[src/rtl/cache_line_fill_if.sv]
// ---------------------------------------------------------------------------
// cache_line_fill_if
//   Groups the two handshakes of the line-fill unit: the miss-fill request
//   from the tag stage and the read-data beat stream from memory.
//
//   Handshake rule for both channels: a transfer happens on a rising clk edge
//   where valid and ready are both high; the source holds its payload stable
//   while valid is high and ready is low, and ready never depends on the
//   payload.
//
//   Signals (direction as seen by the fill unit, modport slave):
//     fill_req_valid_in   in   request valid
//     fill_req_addr_in    in   data-memory line index to fill
//     fill_req_ready_out  out  request accepted when valid & ready
//     beat_valid_in       in   read-data beat valid
//     beat_data_in        in   beat payload
//     beat_last_in        in   final-beat marker from the memory side
//     beat_ready_out      out  beat accepted when valid & ready
//   modport master is the request/memory side (the testbench).
// ---------------------------------------------------------------------------
interface cache_line_fill_if #(
   parameter int LINE_ADDR_WDTH = 6,
   parameter int BEAT_WDTH      = 128
);
   logic                      fill_req_valid_in;
   logic [LINE_ADDR_WDTH-1:0] fill_req_addr_in;
   logic                      fill_req_ready_out;
   logic                      beat_valid_in;
   logic [BEAT_WDTH-1:0]      beat_data_in;
   logic                      beat_last_in;
   logic                      beat_ready_out;

   modport master (
      output fill_req_valid_in, fill_req_addr_in,
      output beat_valid_in, beat_data_in, beat_last_in,
      input  fill_req_ready_out, beat_ready_out
   );

   modport slave (
      input  fill_req_valid_in, fill_req_addr_in,
      input  beat_valid_in, beat_data_in, beat_last_in,
      output fill_req_ready_out, beat_ready_out
   );
endinterface

[src/rtl/cache_line_fill.sv]
// ---------------------------------------------------------------------------
// cache_line_fill
//   Assembles NUM_BEATS memory read beats into one cache line and writes it
//   into the data memory in a single cycle, stalling lookup reads while the
//   write owns the data-memory address port.
//
//   Optional feature: define FILL_LAST_CHECK_EN to check beat_last_in on
//   every accepted beat. A framing mismatch sets the sticky fill_err_out and
//   abandons the fill without writing. Undefined: beat_last_in is ignored and
//   the beat counter alone delimits the line.
//
//   Ports:
//     clk            in   clock, all state on the rising edge
//     rst_n          in   asynchronous active-low reset
//     fill_if        slave side of cache_line_fill_if (request + beats)
//     rd_addr_in     in   lookup-stage read address
//     addr_out       out  data-memory address (rd_addr_in unless writing)
//     w_data_out     out  data-memory write data (last assembled line)
//     w_en_out       out  data-memory write enable
//     rd_stall_out   out  lookup reads suppressed this cycle
//     fill_done_out  out  one-cycle pulse, line written
//     fill_err_out   out  sticky framing error
//     state_dbg_out  out  FSM state (0 IDLE, 1 COLLECT, 2 WRITE)
// ---------------------------------------------------------------------------
module cache_line_fill #(
   parameter int BIT_DEPTH       = 8,
   parameter int CACHE_LINE_WDTH = 48,
   parameter int SET_ADDR_WDTH   = 5,
   parameter int C_N_WAY         = 2,
   parameter int C_LG_BANKS      = 1,
   parameter int BEAT_WDTH       = 128,
   localparam int LINE_W         = BIT_DEPTH * CACHE_LINE_WDTH,
   localparam int LINE_ADDR_WDTH = SET_ADDR_WDTH + C_N_WAY - C_LG_BANKS
) (
   input  logic                      clk,
   input  logic                      rst_n,
   cache_line_fill_if.slave          fill_if,
   input  logic [LINE_ADDR_WDTH-1:0] rd_addr_in,
   output logic [LINE_ADDR_WDTH-1:0] addr_out,
   output logic [LINE_W-1:0]         w_data_out,
   output logic                      w_en_out,
   output logic                      rd_stall_out,
   output logic                      fill_done_out,
   output logic                      fill_err_out,
   output logic [1:0]                state_dbg_out
);

   localparam int NUM_BEATS = LINE_W / BEAT_WDTH;
   localparam int CNT_W     = (NUM_BEATS > 1) ? $clog2(NUM_BEATS) : 1;

   generate
      if (LINE_W % BEAT_WDTH != 0) begin : g_bad_beat
         $error("line width must be a whole number of beats");
      end
   endgenerate

   typedef enum logic [1:0] {
      IDLE    = 2'd0,
      COLLECT = 2'd1,
      WRITE   = 2'd2
   } state_t;

   state_t                    state_q, state_d;
   logic [CNT_W-1:0]          cnt_q, cnt_d;
   logic [LINE_ADDR_WDTH-1:0] addr_q, addr_d;
   logic [LINE_W-1:0]         line_q, line_d;
   logic [LINE_W-1:0]         hold_q, hold_d;
   logic                      err_q, err_d;

   logic req_acc;
   logic beat_acc;
   logic last_beat;
   logic frame_err;

   assign req_acc   = (state_q == IDLE) && fill_if.fill_req_valid_in;
   assign beat_acc  = (state_q == COLLECT) && fill_if.beat_valid_in;
   assign last_beat = (cnt_q == CNT_W'(NUM_BEATS - 1));

`ifdef FILL_LAST_CHECK_EN
   // The memory's last marker must coincide exactly with the counter's view.
   assign frame_err = beat_acc && (fill_if.beat_last_in != last_beat);
`else
   logic unused_last;
   assign unused_last = fill_if.beat_last_in;
   assign frame_err   = 1'b0;
`endif

   // ---------------- FSM: state register ----------------
   always_ff @(posedge clk or negedge rst_n) begin
      if (!rst_n) state_q <= IDLE;
      else        state_q <= state_d;
   end

   // ---------------- FSM: next state ----------------
   always_comb begin
      state_d = state_q;
      unique case (state_q)
         IDLE:    if (fill_if.fill_req_valid_in) state_d = COLLECT;
         COLLECT: if (beat_acc) begin
                     if (frame_err)      state_d = IDLE;
                     else if (last_beat) state_d = WRITE;
                  end
         WRITE:   state_d = IDLE;
         default: state_d = IDLE;
      endcase
   end

   // ---------------- FSM: outputs ----------------
   always_comb begin
      fill_if.fill_req_ready_out = 1'b0;
      fill_if.beat_ready_out     = 1'b0;
      w_en_out                   = 1'b0;
      rd_stall_out               = 1'b0;
      fill_done_out              = 1'b0;
      addr_out                   = rd_addr_in;
      w_data_out                 = hold_q;
      unique case (state_q)
         IDLE:    fill_if.fill_req_ready_out = 1'b1;
         COLLECT: fill_if.beat_ready_out     = 1'b1;
         WRITE: begin
            w_en_out      = 1'b1;
            rd_stall_out  = 1'b1;
            fill_done_out = 1'b1;
            addr_out      = addr_q;
            w_data_out    = line_q;
         end
         default: ;
      endcase
   end

   assign fill_err_out  = err_q;
   assign state_dbg_out = state_q;

   // ---------------- datapath next state ----------------
   always_comb begin
      cnt_d  = cnt_q;
      addr_d = addr_q;
      line_d = line_q;
      hold_d = hold_q;
      err_d  = err_q | frame_err;
      if (req_acc) begin
         addr_d = fill_if.fill_req_addr_in;
         cnt_d  = '0;
      end
      if (beat_acc) begin
         cnt_d = cnt_q + CNT_W'(1);
         // Beat k lands in slice k, beat 0 lowest.
         for (int k = 0; k < NUM_BEATS; k++) begin
            if (cnt_q == CNT_W'(k)) line_d[k*BEAT_WDTH +: BEAT_WDTH] = fill_if.beat_data_in;
         end
      end
      // w_data_out keeps showing the written line while the next fill assembles.
      if (state_q == WRITE) hold_d = line_q;
   end

   always_ff @(posedge clk or negedge rst_n) begin
      if (!rst_n) begin
         cnt_q  <= '0;
         addr_q <= '0;
         line_q <= '0;
         hold_q <= '0;
         err_q  <= 1'b0;
      end else begin
         cnt_q  <= cnt_d;
         addr_q <= addr_d;
         line_q <= line_d;
         hold_q <= hold_d;
         err_q  <= err_d;
      end
   end

endmodule
[src/flat_wrapper.sv]
// flat-port wrapper written by rule: the top's interface ports become plain ports
module cache_line_fill_flat 
#(
   parameter int BIT_DEPTH       = 8,
   parameter int CACHE_LINE_WDTH = 48,
   parameter int SET_ADDR_WDTH   = 5,
   parameter int C_N_WAY         = 2,
   parameter int C_LG_BANKS      = 1,
   parameter int BEAT_WDTH       = 128,
   localparam int LINE_W         = BIT_DEPTH * CACHE_LINE_WDTH,
   localparam int LINE_ADDR_WDTH = SET_ADDR_WDTH + C_N_WAY - C_LG_BANKS
)
  (clk, rst_n, rd_addr_in, addr_out, w_data_out, w_en_out, rd_stall_out, fill_done_out, fill_err_out, state_dbg_out, fill_if_fill_req_valid_in, fill_if_fill_req_addr_in, fill_if_beat_valid_in, fill_if_beat_data_in, fill_if_beat_last_in, fill_if_fill_req_ready_out, fill_if_beat_ready_out);
  cache_line_fill_if #(.BEAT_WDTH(BEAT_WDTH)) fill_if_i ();
  input  logic clk;
  input  logic rst_n;
  input  logic [LINE_ADDR_WDTH-1:0] rd_addr_in;
  output logic [LINE_ADDR_WDTH-1:0] addr_out;
  output logic [LINE_W-1:0] w_data_out;
  output logic w_en_out;
  output logic rd_stall_out;
  output logic fill_done_out;
  output logic fill_err_out;
  output logic [1:0] state_dbg_out;
  input wire logic [$bits(fill_if_i.fill_req_valid_in)-1:0] fill_if_fill_req_valid_in;
  input wire logic [$bits(fill_if_i.fill_req_addr_in)-1:0] fill_if_fill_req_addr_in;
  input wire logic [$bits(fill_if_i.beat_valid_in)-1:0] fill_if_beat_valid_in;
  input wire logic [$bits(fill_if_i.beat_data_in)-1:0] fill_if_beat_data_in;
  input wire logic [$bits(fill_if_i.beat_last_in)-1:0] fill_if_beat_last_in;
  output wire logic [$bits(fill_if_i.fill_req_ready_out)-1:0] fill_if_fill_req_ready_out;
  output wire logic [$bits(fill_if_i.beat_ready_out)-1:0] fill_if_beat_ready_out;
  assign fill_if_i.fill_req_valid_in = fill_if_fill_req_valid_in;
  assign fill_if_i.fill_req_addr_in = fill_if_fill_req_addr_in;
  assign fill_if_i.beat_valid_in = fill_if_beat_valid_in;
  assign fill_if_i.beat_data_in = fill_if_beat_data_in;
  assign fill_if_i.beat_last_in = fill_if_beat_last_in;
  assign fill_if_fill_req_ready_out = fill_if_i.fill_req_ready_out;
  assign fill_if_beat_ready_out = fill_if_i.beat_ready_out;
  cache_line_fill #(.BIT_DEPTH(BIT_DEPTH), .CACHE_LINE_WDTH(CACHE_LINE_WDTH), .SET_ADDR_WDTH(SET_ADDR_WDTH), .C_N_WAY(C_N_WAY), .C_LG_BANKS(C_LG_BANKS), .BEAT_WDTH(BEAT_WDTH)) u_core (.clk(clk), .rst_n(rst_n), .fill_if(fill_if_i), .rd_addr_in(rd_addr_in), .addr_out(addr_out), .w_data_out(w_data_out), .w_en_out(w_en_out), .rd_stall_out(rd_stall_out), .fill_done_out(fill_done_out), .fill_err_out(fill_err_out), .state_dbg_out(state_dbg_out));
endmodule
[config.mk]
export PLATFORM = sky130hd
export DESIGN_NAME = cache_line_fill_flat
export DESIGN_NICKNAME = d
export VERILOG_FILES = /design/src/rtl/cache_line_fill_if.sv /design/src/rtl/cache_line_fill.sv /design/src/flat_wrapper.sv
export SDC_FILE = /design/constraint.sdc
export NUM_CORES = 1
export LEC_CHECK = 0
export BUFFER_PORTS_ARGS = -buffer_cell sky130_fd_sc_hd__buf_2
export CAP_MARGIN = 10
export CELL_PAD_IN_SITES_DETAIL_PLACEMENT = 0
export CELL_PAD_IN_SITES_GLOBAL_PLACEMENT = 1
export CORE_MARGIN = 10
export CORE_UTILIZATION = 42
export DETAILED_ROUTE_END_ITERATION = 6
export PLACE_DENSITY_LB_ADDON = 0.1
export SYNTH_ARGS = -nofsm -noshare
export SYNTH_HDL_FRONTEND = slang
export SYNTH_SLANG_ARGS = --single-unit
export TNS_END_PERCENT = 5
[constraint.sdc]
create_clock -name clk -period 2.2 [get_ports clk]
set_input_delay 0.33 -clock clk [delete_from_list [all_inputs] [get_ports clk]]
set_output_delay 0.33 -clock clk [all_outputs]
set_load 0.1 [all_outputs]
# == Word-level counts from Yosys, hierarchy flattened ==
# Cells that the tools add are included.
# classes
add_sub_neg,1
n_eq_ne,7
muxes,11
n_reduce_logical,9
# op_table
op,count
two-way mux 384 bit,1
two-way mux 2 bit,5
two-way mux 6 bit,1
AND reduction 2 bit,3
"== test 2 x 1 -> 1 bit, second input constant",2
"== test 2 bit, second input constant",2
zero test 2 bit,2
"!= test 2 x 1 -> 1 bit, second input constant",2
one-hot mux 2 bit (2 select lines),1
two-way mux 1 bit,3
AND reduction 3 bit,1
"adder 2 x 1 -> 2 bit, second input constant",1
logical AND 1 bit,2
"!= test 2 bit, second input constant",1
nonzero test 2 bit,1
# totals
reg_bits,778
inputBits,145
out_inout_bits,398
elab_cells,35

# == Longest topological paths before layout ==
# depth
word_depth,4
ltp_mapped,6
mapped_depth_nobuf,4

# == Worst setup path after synthesis ==
# No wires, ideal clock.
# synth_timing
path_kind,reg2out
from,"register u_core.state_q[0], in the netlist u_core.state_dbg_out[0]"
to,output port fill_if_beat_ready_out
arrival_time_ns,2.642
t_required_ns,1.870
path_slack_ns,-0.772
path_stages_with_launch,3
n_path_buf,1
cell_sequence,dfrtp_1 > buf_2 > nor2b_1
# synth_between
elab_chain_cells,2
# synth_lines
item,line,text
from (decl),cache_line_fill.sv:63,"state_t state_q, state_d;"
from (signal assigned),cache_line_fill.sv:91,else state_q <= state_d;
== test 2 x 1 -> 1 bit,cache_line_fill.sv:117,unique case (state_q)
two-way mux 1 bit,cache_line_fill.sv:117,
to (decl),flat_wrapper.sv:31,output wire logic [$bits(fill_if_i.beat_ready_out)-1:0] fill_if_beat_ready_out;
# No other way between the ends.

# == Worst setup path in the final report ==
# layout_timing
from,"register u_core.state_q[1], in the netlist u_core.state_dbg_out[1]"
to,output port w_data_out[248]
# layout_between
elab_chain_cells,2
# layout_lines
item,line,text
== test 2 bit,cache_line_fill.sv:117,
two-way mux 384 bit,cache_line_fill.sv:117,
to (decl),flat_wrapper.sv:19,output logic [LINE_W-1:0] w_data_out;
# No other way between the ends.

==> results.json <==
{
  "drive_gt1_share_pct": 62.4,
  "path_clk_slew_ps": 60,
  "setup_slack_ps": -466,
  "grt_pass1_vias": 18600,
  "cp-end-kind": "output port",
  "slew_viol_final": 0,
  "synth_edf_count": 0,
  "multiInputGateArea_um2": 9480,
  "violations": "negative setup slack",
  "synth_top_area_share_pct": 67.1,
  "cts_sinks": 778,
  "cp_slowest_cell": "dfrtp_4",
  "wirelength_um": 78200,
  "timing.final.crit_share_pct": 121,
  "grt_pass1_wl_um": 114000,
  "die_h_um": 283,
  "drc": 0,
  "hold_ws_ps": 26.4,
  "max_cap_viol_count": 0,
  "synth_fp_nets": 1820,
  "synth.avg_cell_area_um2": 17.4,
  "status": "finished, violations left",
  "cts_tree": "done",
  "grt_max_degree": 61,
  "hp-start": "fill_if_beat_data_in[84]",
  "synth_cell_types": 22,
  "critPathArrivalTime_ps": 2340,
  "cts_max_level": 3,
  "yosysSeqAreaShare_pct": 67.1,
  "dieArea_um2": 80000,
  "synth-seq-cells": 778,
  "synthToLayoutAreaGrowth_pct": 44.9,
  "startpoint": "u_core.state_dbg_out[1]",
  "die_x_um": 283,
  "worstPathRequired_ps": 1870,
  "viasPerCell": 4.88,
  "rsz0062_at_grt": "yes",
  "ant_nets": 0,
  "async_flop_share_pct": 100,
  "dp.final_hpwl_um": 53200,
  "crit_path_cell_trace": "nor2b_4 -> buf_12 -> buf_16 -> clkbuf_16 -> mux2_2 -> buf_6",
  "synth_area_leaders": "dfrtp_1 67%, mux2_2 29%, mux2_1 1.5%, buf_4 1.2%, buf_2 0.72%",
  "drt_pass1_iterations": 4,
  "yosys_warnings": 0,
  "worstSetupStartpointType": "flip-flop",
  "antenna_found_initial": 2,
  "max_stage_delay_ps": 400,
  "clk_latency_ps": 620,
  "grt-ovfl-total": 0,
  "fin_cells": 3436,
  "maxSlewHeadroom_pct": 63.7,
  "pre_cts_ws_ps": 58.3,
  "syn-cell-area_um2": 29000,
  "synthCells": 1672,
  "max_clock_freq_ghz": 0.375,
  "io_buffers": 540,
  "nNetsFinal": 2584,
  "cts.path.max_buffers": 3,
  "seq_area_um2": 19500,
  "ios": 543,
  "numCtsBuffers": 83,
  "crit_type": "flip-flop to output port",
  "fin_util_pct": 61.3,
  "track_usage_pct": 18.6,
  "gp_congestion": 0.775,
  "hp-class": "primary input to flip-flop",
  "r2r-start": "u_core.state_dbg_out[1]",
  "setup_violations": 393,
  "clock-skew-final_ps": 17.2,
  "worst-path-max-fanout": 9,
  "via_count": 16800,
  "min_period_ps": 2670,
  "synth_top_cell_by_area": "dfrtp_1",
  "root_buffer": "clkbuf_16",
  "finalHoldViolCount": 0,
  "nFillCells": 5126,
  "coreArea_um2": 68600,
  "wl_per_cell_um": 22.8,
  "ys.flop_type": "dfrtp_1",
  "rows": 96,
  "worst_pin_slew_ps": 542,
  "dp_cells": 3131,
  "start_util_pct": 42.3,
  "initialDrtViolationCount": 674
}
## critical path: cells and delay by family, from the launching register on
family / cells / cell delay (ps)
and+or+nand+nor: 1 / 210
muxes: 1 / 370
DFF: 1 / 400
buffers and inverters: 4 / 720
## metal layers
metal,vias up,wire length [um],GRT usage [%]
met5,-,12,0
met4,2,2240,6.71
met3,122,5710,6.02
met2,402,39300,31.3
met1,8817,31000,22.1
li1,7439,-,-
## final cells by class
type / count / area share [%]
Multi-Input combinational cell: 800 / 22.6
Clock inverter: 35 / 0.994
Inverter: 3 / 0.0268
Tap cell: 931 / 2.77
Timing Repair Buffer: 770 / 21.5
Sequential cell: 778 / 46.3
Clock buffer: 118 / 5.84
Antenna cell: 1 / 0.00595
## repair_timing
item,in CTS,in global routing
gates resized for setup,458,520
endpoints found under the hold margin,417,0
setup buffers,0,8
setup endpoints to repair,393,394
gates cloned,0,9
hold buffers,134,0
## worst paths after layout
kind | to | slack (ps) | cells past startpoint
max | w_data_out[248] | -470 | 6
min | u_core.line_q[212] | 30 | 2
max reg2reg | u_core.line_q[205] | 230 | 4
min reg2reg | u_core.hold_q[302] | 490 | 1
max in group asynchronous | u_core.hold_q[240] | 1060 | 4
min in group asynchronous | u_core.hold_q[193] | 240 | 2
## cell usage after synthesis (2+ instances only)
cell      count
nand4b_1      4
mux2_1       38
ha_1          3
nor2b_1       2
inv_1         3
buf_4        46
buf_2        42
dfrtp_1     778
mux2_2      742
buf_6         2
## kinds of logic after synthesis
group | count (synthesis) | share of synthesized area (%)
multiplexers | 780 | 30.3
flip-flops | 778 | 67.1
buffers and inverters | 94 | 2.04
AND/OR/NAND/NOR | 13 | 0.336
AO/OA/AOI/OAI | 3 | 0.0906
adder cells (fa/ha/maj) | 3 | 0.129
other | 1 | 0.0129
## flip-flops by register name, summed over array words and instances, names as in the netlist
signal	cells
u_core.hold_q	384
u_core.line_q	384
u_core.state_dbg_out	2
u_core.cnt_q	2
u_core.addr_q	6
## placed cells by master, fill, tap and decap left out, types with 4 or more instances in the layout
master           n
clkbuf_1        14
buf_16           8
mux2_4         139
clkinv_2        21
buf_8           44
dlygate4sd3_1  134
clkbuf_8        18
nand4b_1         4
dfrtp_1        776
buf_2          145
buf_12         180
buf_6           98
buf_4          151
mux2_2         641
bufinv_16        8
clkbuf_16       95
## metrics by stage
| step | cell area [um2] | setup TNS, ps |
|---|---|---|
| after floorplan | 29200 | -26470 |
| after global placement | 34100 | 0 |
| after detailed placement | 34100 | 0 |
| after CTS | 39600 | -183930 |
| after global routing | 42000 | -182780 |
| final | 42000 | -146720 |
Power is left out: the tool's default activity adds up to more than one toggle a clock period on the data nets, which glitch-free logic cannot reach.
